File: config.mk
export PLATFORM = sky130hd
export DESIGN_NAME = parser
export DESIGN_NICKNAME = d
export VERILOG_FILES = /design/src/rtl/parser.sv
export SDC_FILE = /design/constraint.sdc
export NUM_CORES = 2
export LEC_CHECK = 0
export CELL_PAD_IN_SITES_DETAIL_PLACEMENT = 0
export CELL_PAD_IN_SITES_GLOBAL_PLACEMENT = 2
export CORE_MARGIN = 2
export CORE_UTILIZATION = 45
export DETAILED_ROUTE_END_ITERATION = 8
export PLACE_DENSITY_LB_ADDON = 0.1
export SLEW_MARGIN = 40
export SYNTH_ARGS = -nofsm -noshare
export SYNTH_HDL_FRONTEND = slang
export SYNTH_SLANG_ARGS = --single-unit
File: constraint.sdc
create_clock -name clk -period 75 [get_ports clk]
set_input_delay 15 -clock clk [delete_from_list [all_inputs] [get_ports clk]]
set_output_delay 15 -clock clk [all_outputs]
set_load 0.01 [all_outputs]
File: src/rtl/parser.sv
// Streaming header parser: decodes the 8-byte header and packs stream ID, seq and up to 30 payload bytes into one record.
// Latency: the record is valid on the cycle after the beat carrying dataIN_last is accepted.
// Backpressure: dataIn_ready drops only while a record is held and dataOut_ready is low. No beat is taken that could not be stored.
module parser #(
  parameter int SLOT_BITS = 4
) (
  input  logic           clk,
  input  logic           reset_b,
  input  logic [31:0]    dataIn,
  input  logic           dataIn_val,
  output logic           dataIn_ready,
  input  logic           dataIN_last,
  output logic [0:295]   dataOut,
  output logic           dataOut_val,
  input  logic           dataOut_ready,
  output logic           packetLost
);

  localparam int SLOTS = 1 << SLOT_BITS;

  typedef enum logic [1:0] {HDR0, HDR1, PAYLOAD} parseState;

  parseState         state, stateNext;
  logic [15:0]       lenReg, sidReg;
  logic [31:0]       seqReg;
  logic [0:29][7:0]  payBuf, payNext;
  logic [3:0]        beatIdx;      // payload beats captured; saturates at 8 (30 bytes)
  logic [4:0]        byteSel;
  logic [SLOTS-1:0]  slotValid;
  logic [31:0]       slotSeq [SLOTS];
  logic [SLOT_BITS-1:0] slot;
  logic [7:0]        byteCnt;
  logic              lostNext;
  logic [0:295]      recNext;
  logic              beatAcc, recLoad, recXfer;

  // State register
  always_ff @(posedge clk or posedge reset_b) begin
    if (reset_b) state <= HDR0;
    else         state <= stateNext;
  end

  // Next state: header beats advance, any accepted last beat restarts at HDR0
  always_comb begin
    stateNext = state;
    if (beatAcc) begin
      if (dataIN_last) begin
        stateNext = HDR0;
      end else begin
        case (state)
          HDR0:    stateNext = HDR1;
          HDR1:    stateNext = PAYLOAD;
          default: stateNext = PAYLOAD;
        endcase
      end
    end
  end

  // FSM outputs: handshake qualifiers; a record loads only when the packet got past its header
  always_comb begin
    dataIn_ready = !(dataOut_val && !dataOut_ready);
    beatAcc      = dataIn_val && dataIn_ready;
    recLoad      = beatAcc && dataIN_last && (state == PAYLOAD);
    recXfer      = dataOut_val && dataOut_ready;
  end

  // Header field capture (little-endian fields in the byte stream)
  always_ff @(posedge clk or posedge reset_b) begin
    if (reset_b) begin
      lenReg <= '0;
      sidReg <= '0;
      seqReg <= '0;
    end else if (beatAcc) begin
      if (state == HDR0) begin
        lenReg <= {dataIn[23:16], dataIn[31:24]};
        sidReg <= {dataIn[7:0], dataIn[15:8]};
      end else if (state == HDR1) begin
        seqReg <= {dataIn[7:0], dataIn[15:8], dataIn[23:16], dataIn[31:24]};
      end
    end
  end

  // Merge the current payload beat into the buffer view so the last beat lands in the record too
  always_comb begin
    payNext = payBuf;
    byteSel = '0;
    if (state == PAYLOAD && !beatIdx[3]) begin
      for (int i = 0; i < 4; i++) begin
        byteSel = {beatIdx[2:0], i[1:0]};
        if (byteSel < 5'd30) payNext[byteSel] = dataIn[8*(3-i) +: 8];
      end
    end
  end

  // Payload buffer: cleared on each header start, filled until 30 bytes are held
  always_ff @(posedge clk or posedge reset_b) begin
    if (reset_b) begin
      payBuf  <= '0;
      beatIdx <= '0;
    end else if (beatAcc) begin
      if (state == HDR0) begin
        payBuf  <= '0;
        beatIdx <= '0;
      end else if (state == PAYLOAD) begin
        payBuf <= payNext;
        if (!beatIdx[3]) beatIdx <= beatIdx + 4'd1;
      end
    end
  end

  // Record assembly: byte count from the length field, bytes past the count forced to zero
  always_comb begin
    if (lenReg <= 16'd8)       byteCnt = 8'd0;
    else if (lenReg >= 16'd38) byteCnt = 8'd30;
    else                       byteCnt = lenReg[7:0] - 8'd8;
    slot     = sidReg[SLOT_BITS-1:0];
    lostNext = slotValid[slot] && (seqReg != slotSeq[slot] + 32'd1);
    recNext  = {sidReg, seqReg, byteCnt, 240'b0};
    for (int k = 0; k < 30; k++) begin
      if (k < int'(byteCnt)) recNext[56+8*k +: 8] = payNext[k];
    end
  end

  // Output register: a load wins over a concurrent transfer so val stays high
  always_ff @(posedge clk or posedge reset_b) begin
    if (reset_b) begin
      dataOut     <= '0;
      dataOut_val <= 1'b0;
      packetLost  <= 1'b0;
    end else if (recLoad) begin
      dataOut     <= recNext;
      dataOut_val <= 1'b1;
      packetLost  <= lostNext;
    end else if (recXfer) begin
      dataOut_val <= 1'b0;
    end
  end

  // Sequence table: updated on the same edge the record is loaded
  always_ff @(posedge clk or posedge reset_b) begin
    if (reset_b) begin
      slotValid <= '0;
      for (int s = 0; s < SLOTS; s++) slotSeq[s] <= '0;
    end else if (recLoad) begin
      slotValid[slot] <= 1'b1;
      slotSeq[slot]   <= seqReg;
    end
  end

endmodule

Word level (Yosys, flattened, before mapping)
Index checks and enable logic that the tools add are counted.
Widths: inputs -> output; s select.
- bits in registers: 1136
- output and inout port bits: 299
- word-level logic and storage cells: 212
- reductions and logical operators: 23
- eq/ne operators: 4
- muxes and demuxes: 71
- bitwise logic cells: 7
- $lt $le $gt $ge: 48
- add/sub/neg operators: 3
- operator list (cell ; number):
    $mux 240 ; 10
    $bwmux 240 ; 4
    $bwmux 512 ; 1
    $mux 8 ; 36
    $demux 8 s5 ; 4
    $bmux 32 s4 ; 1
    $demux 32 s4 ; 1
    $lt 5x8->1 const A ; 14
    $mux 32 ; 3
    $lt 4x8->1 const A ; 8
    $add 32x1->32 const B ; 1
    $lt 3x8->1 const A ; 4
    $ne 32x32->1 ; 1
    $ge 6x6->1 const B ; 4
    $lt 6x1->1 const B ; 4
    $not 5->6 ; 4
    $lt 5x5->1 const B ; 4
    $ge 16x6->1 const B ; 1
    $le 16x4->1 const B ; 1
    $lt 1x8->1 const A ; 2
    $lt 2x8->1 const A ; 2
    $or 16x16->16 ; 1
    $logic_and 1x1->1 ; 13
    $mux 4 ; 3
    20 further kinds ; 29

Logic depth before layout (Yosys ltp)
- depth in word-level cells: 19
- mapped depth: 16
- mapped depth without buffers: 13

Least setup slack after synthesis
No wires, ideal clock.
- path kind: input to output
- start: input port dataOut_ready
- end: output port dataIn_ready
- slack: 44.809 ns
- path buffers: 0
- stages: 1
- arrival time: 15.191 ns
- path through: nand2b_1
- cells in the longest elaborated chain, start to end: 3
- ends and longest elaborated chain (element ; RTL line ; text):
    start: declaration ; 15 ; input logic dataOut_ready,
    $logic_not 1->1 ; 61 ; dataIn_ready = !(dataOut_val && !dataOut_ready);
    $logic_and 1x1->1 ; 61 ;
    $logic_not 1->1 ; 61 ;
    end: declaration ; 11 ; output logic dataIn_ready,
No other way between the ends.

Worst setup path in the final report
Same ends and word-level chain as after synthesis.

==> impl_results.md <==
- Status: finished clean
- Most common cell in the synthesized netlist: dfrtp_1
- Setup bufs post-CTS: 0
- Sequential fraction of the synthesis area: 0.558
- CTS Hold Buffers Added: 0
- Fin crit period: 31.19 ns
- Combinational share of power: 0.265
- Vias: approximately 34000
- Initial core utilization: 0.454
- H-tree depth: 4
- Iteration-0 DRC Markers: around 2500
- Syn Area/Cell: 12.6 um2
- Max_cap viols: 0
- Cts repair resizes: 0
- CTS Buffer Depth: 3
- Clk_lat worst skew: between 0.7 and 0.8 ns
- Syn Inst Count: roughly 4100
- Type of the worst setup path: in -> out
- DR vias/cell: a little under 6
- Overflow after GRT: 0
- DP HPWL: roughly 99000 um
- TritonCTS Buffers: 130
- Crit path launch type: primary input
- Unrepaired setup endpoints after global routing: no
- All-Layer GR Usage: 0.268
- Synth top area share: 0.558
- Post-synth top flop: dfrtp_1
- Io pins: roughly 340
- Layout area overhead: 17.5%
- Post-DR wirelength/cell: 26.5 um
- Power Dens Cells: approximately 35 nW/um2
- Fmax: about 0.032 GHz
- Max VDD drop: around 0.023 mV
- Die Ht: around 340 um
- Layout cell share with drive strength beyond 1: 0.245
- Most instantiated cells after synthesis: 1136 x dfrtp_1, 622 x nand2_1, 565 x mux2_2, 376 x o21ai_0, 264 x clkbuf_1
- Clock-pin slew on the worst setup and hold paths: around 0.060 ns
- Initial antenna violation count: 10
- Detailed Route WL: between 150000 and 200000 um
- CP Max Fanout: 4
- First-pass GRT wire length: between 200000 and 250000 um
- Sink Count: around 1100
- Crit path required time: 60.00 ns
- Final net count: about 4300
- Worst-Margin Slew: between 0.8 and 0.9 ns
- Reg power frac: 0.433
- Max-slew headroom: 0.427
- Core area: approximately 110000 um2
- Share of the core filled with cells: 0.533
- Synthesized cell area: approximately 51000 um2
- Internal power: about 1400 uW
- DIE WIDTH: about 340 um
- #FFs+latches synth: about 1100
- GPL Wtd Cong: around 0.84
- Async set-reset flop share out of synthesis: 1.00
- IO buf count: ~340
- Element type at the critical path end: output port
- Die area: around 120000 um2
- Vias in the first global route: around 35000
- Drt pass-1 iters: 7
- NetSw: approximately 670 uW
- CTS tree: done
- Synth warnings: 0
- Largest cells by area after synthesis: dfrtp_1 56%, mux2_2 12%, mux2i_1 5.0%, mux4_2 4.9%, nand2_1 4.6%
- Final worst-path cycle share: 0.416
- Switching Share: 0.321
- Reg2reg setup slack: around 70 ns
- Leak: approximately 0.029 uW
- Setup TNS: 0 ns
- Final hold vios: 0
- CTS root buffer: clkbuf_16
- Post-synth EDFFs: 0
- Area leader, netlist: dfrtp_1
- Pin count of the biggest net entering global routing: between 100 and 150
- # rows: roughly 120
- Hold Path Class: reg -> reg
- Slew Limit Fails: 0
- Mapped Nets: 4096
- Post-synthesis cell type count: 75
- Worst endpoint data arrival time: 16.19 ns
- Routed Antenna Nets: 0
- DRC Markers: 0
- Final Skew: slightly above 0.03 ns
- Final setup viols: 0
- Clock power frac: 0.302
## placed cells by master, fill, tap and decap left out, types with 10 or more instances in the layout
cell type           n
nor3_1             10
buf_4              74
a21oi_1            18
mux2i_1           254
nor2_1             32
o31ai_1            13
nand3_1            24
clkbuf_16         139
o21ai_2            10
or2_2              14
mux4_2            110
a22oi_1            39
o21ai_0           375
inv_1              12
nand2b_1           14
dfrtp_1          1130
clkdlybuf4s50_1   311
buf_6              14
xor2_1             13
xnor2_1            28
nand4_1            15
clkinv_2           10
buf_2              24
clkbuf_1           33
a22o_1            253
mux4_1             26
clkbuf_8           30
nand2_1           613
mux2_2            565
## critical path, stage by stage
cell and delay, ns:
clkdlybuf4s50_1 0.46, nand2b_1 0.16, clkdlybuf4s50_1 0.57
## layer usage
metal / vias up / global-route usage / part of all wire / wire length, um
li1: 14989 / - / - / -
met1: 17892 / 0.375 / 0.45 / 69300
met2: 811 / 0.438 / 0.48 / 75000
met3: 203 / 0.0428 / 0.047 / 7240
met4: 4 / 0.0711 / 0.023 / 3600
met5: - / 0 / 0.00019 / 30
## metrics by stage
step	instance area [um2]	std cells	worst slack [ns]	power [uW]	hold WS [ns]
final	59800	5857	43.81	2070	0.460
after floorplan	51000	4056	28.01	1260	0.425
after detailed placement	55600	5637	43.78	1460	0.446
after global placement	55500	5631	43.76	1450	0.441
after CTS	59800	5854	43.78	2090	0.459
after global routing	59800	5856	43.75	2180	0.472
## worst paths after layout
kind / from / endpoint / cells past startpoint
setup / recovery: dataOut_ready / dataIn_ready / 3
hold / removal: slotValid[5] / slotValid[5] / 1
setup reg to reg: sidReg[1] / packetLost / 15
hold reg to reg: slotValid[5] / slotValid[5] / 1
max in group asynchronous: reset_b / dataOut[73] / 7
min in group asynchronous: reset_b / dataOut[7] / 2
## power by group through the flow
| stage | logic (uW) | registers [uW] | clock network [uW] |
|---|---|---|---|
| 2_1_floorplan | 421 | 838 | 0 |
| 4_1_cts | 556 | 896 | 639 |
| 3_3_place_gp | 545 | 900 | 0 |
| 3_5_place_dp | 555 | 905 | 0 |
| 5_1_grt | 595 | 919 | 664 |
| 6_report | 551 | 897 | 626 |
## cell families (layout without fill, tap and decap cells)
family,after synthesis,in the layout,share of synthesized area
fa+ha+maj,3,3,0.000737
buf+inv,365,664,0.0322
simple gates,803,803,0.0666
xor+xnor,44,44,0.00801
mux,956,956,0.237
flops,1136,1136,0.558
compound gates,749,749,0.0974
other cells,0,2,0
## flip-flops by register name (all words and copies together) (netlist names)
name,count
beatIdx,4
dataOut,296
dataOut_val,1
lenReg,16
packetLost,1
payBuf,240
seqReg,32
sidReg,16
slotSeq,512
slotValid,16
state,2
## cell type report
| class | count | area (um2) |
|---|---|---|
| antenna | 2 | 5.00 |
| clock buffer | 201 | 4000 |
| clock inverter | 16 | 166 |
| fill | 9775 | 52500 |
| inverter | 15 | 68.8 |
| multi-input combinational | 2555 | 21100 |
| sequential | 1136 | 28400 |
| tap | 1500 | 1880 |
| timing repair buffer | 432 | 4150 |
(Power assumes the default switching activity.)
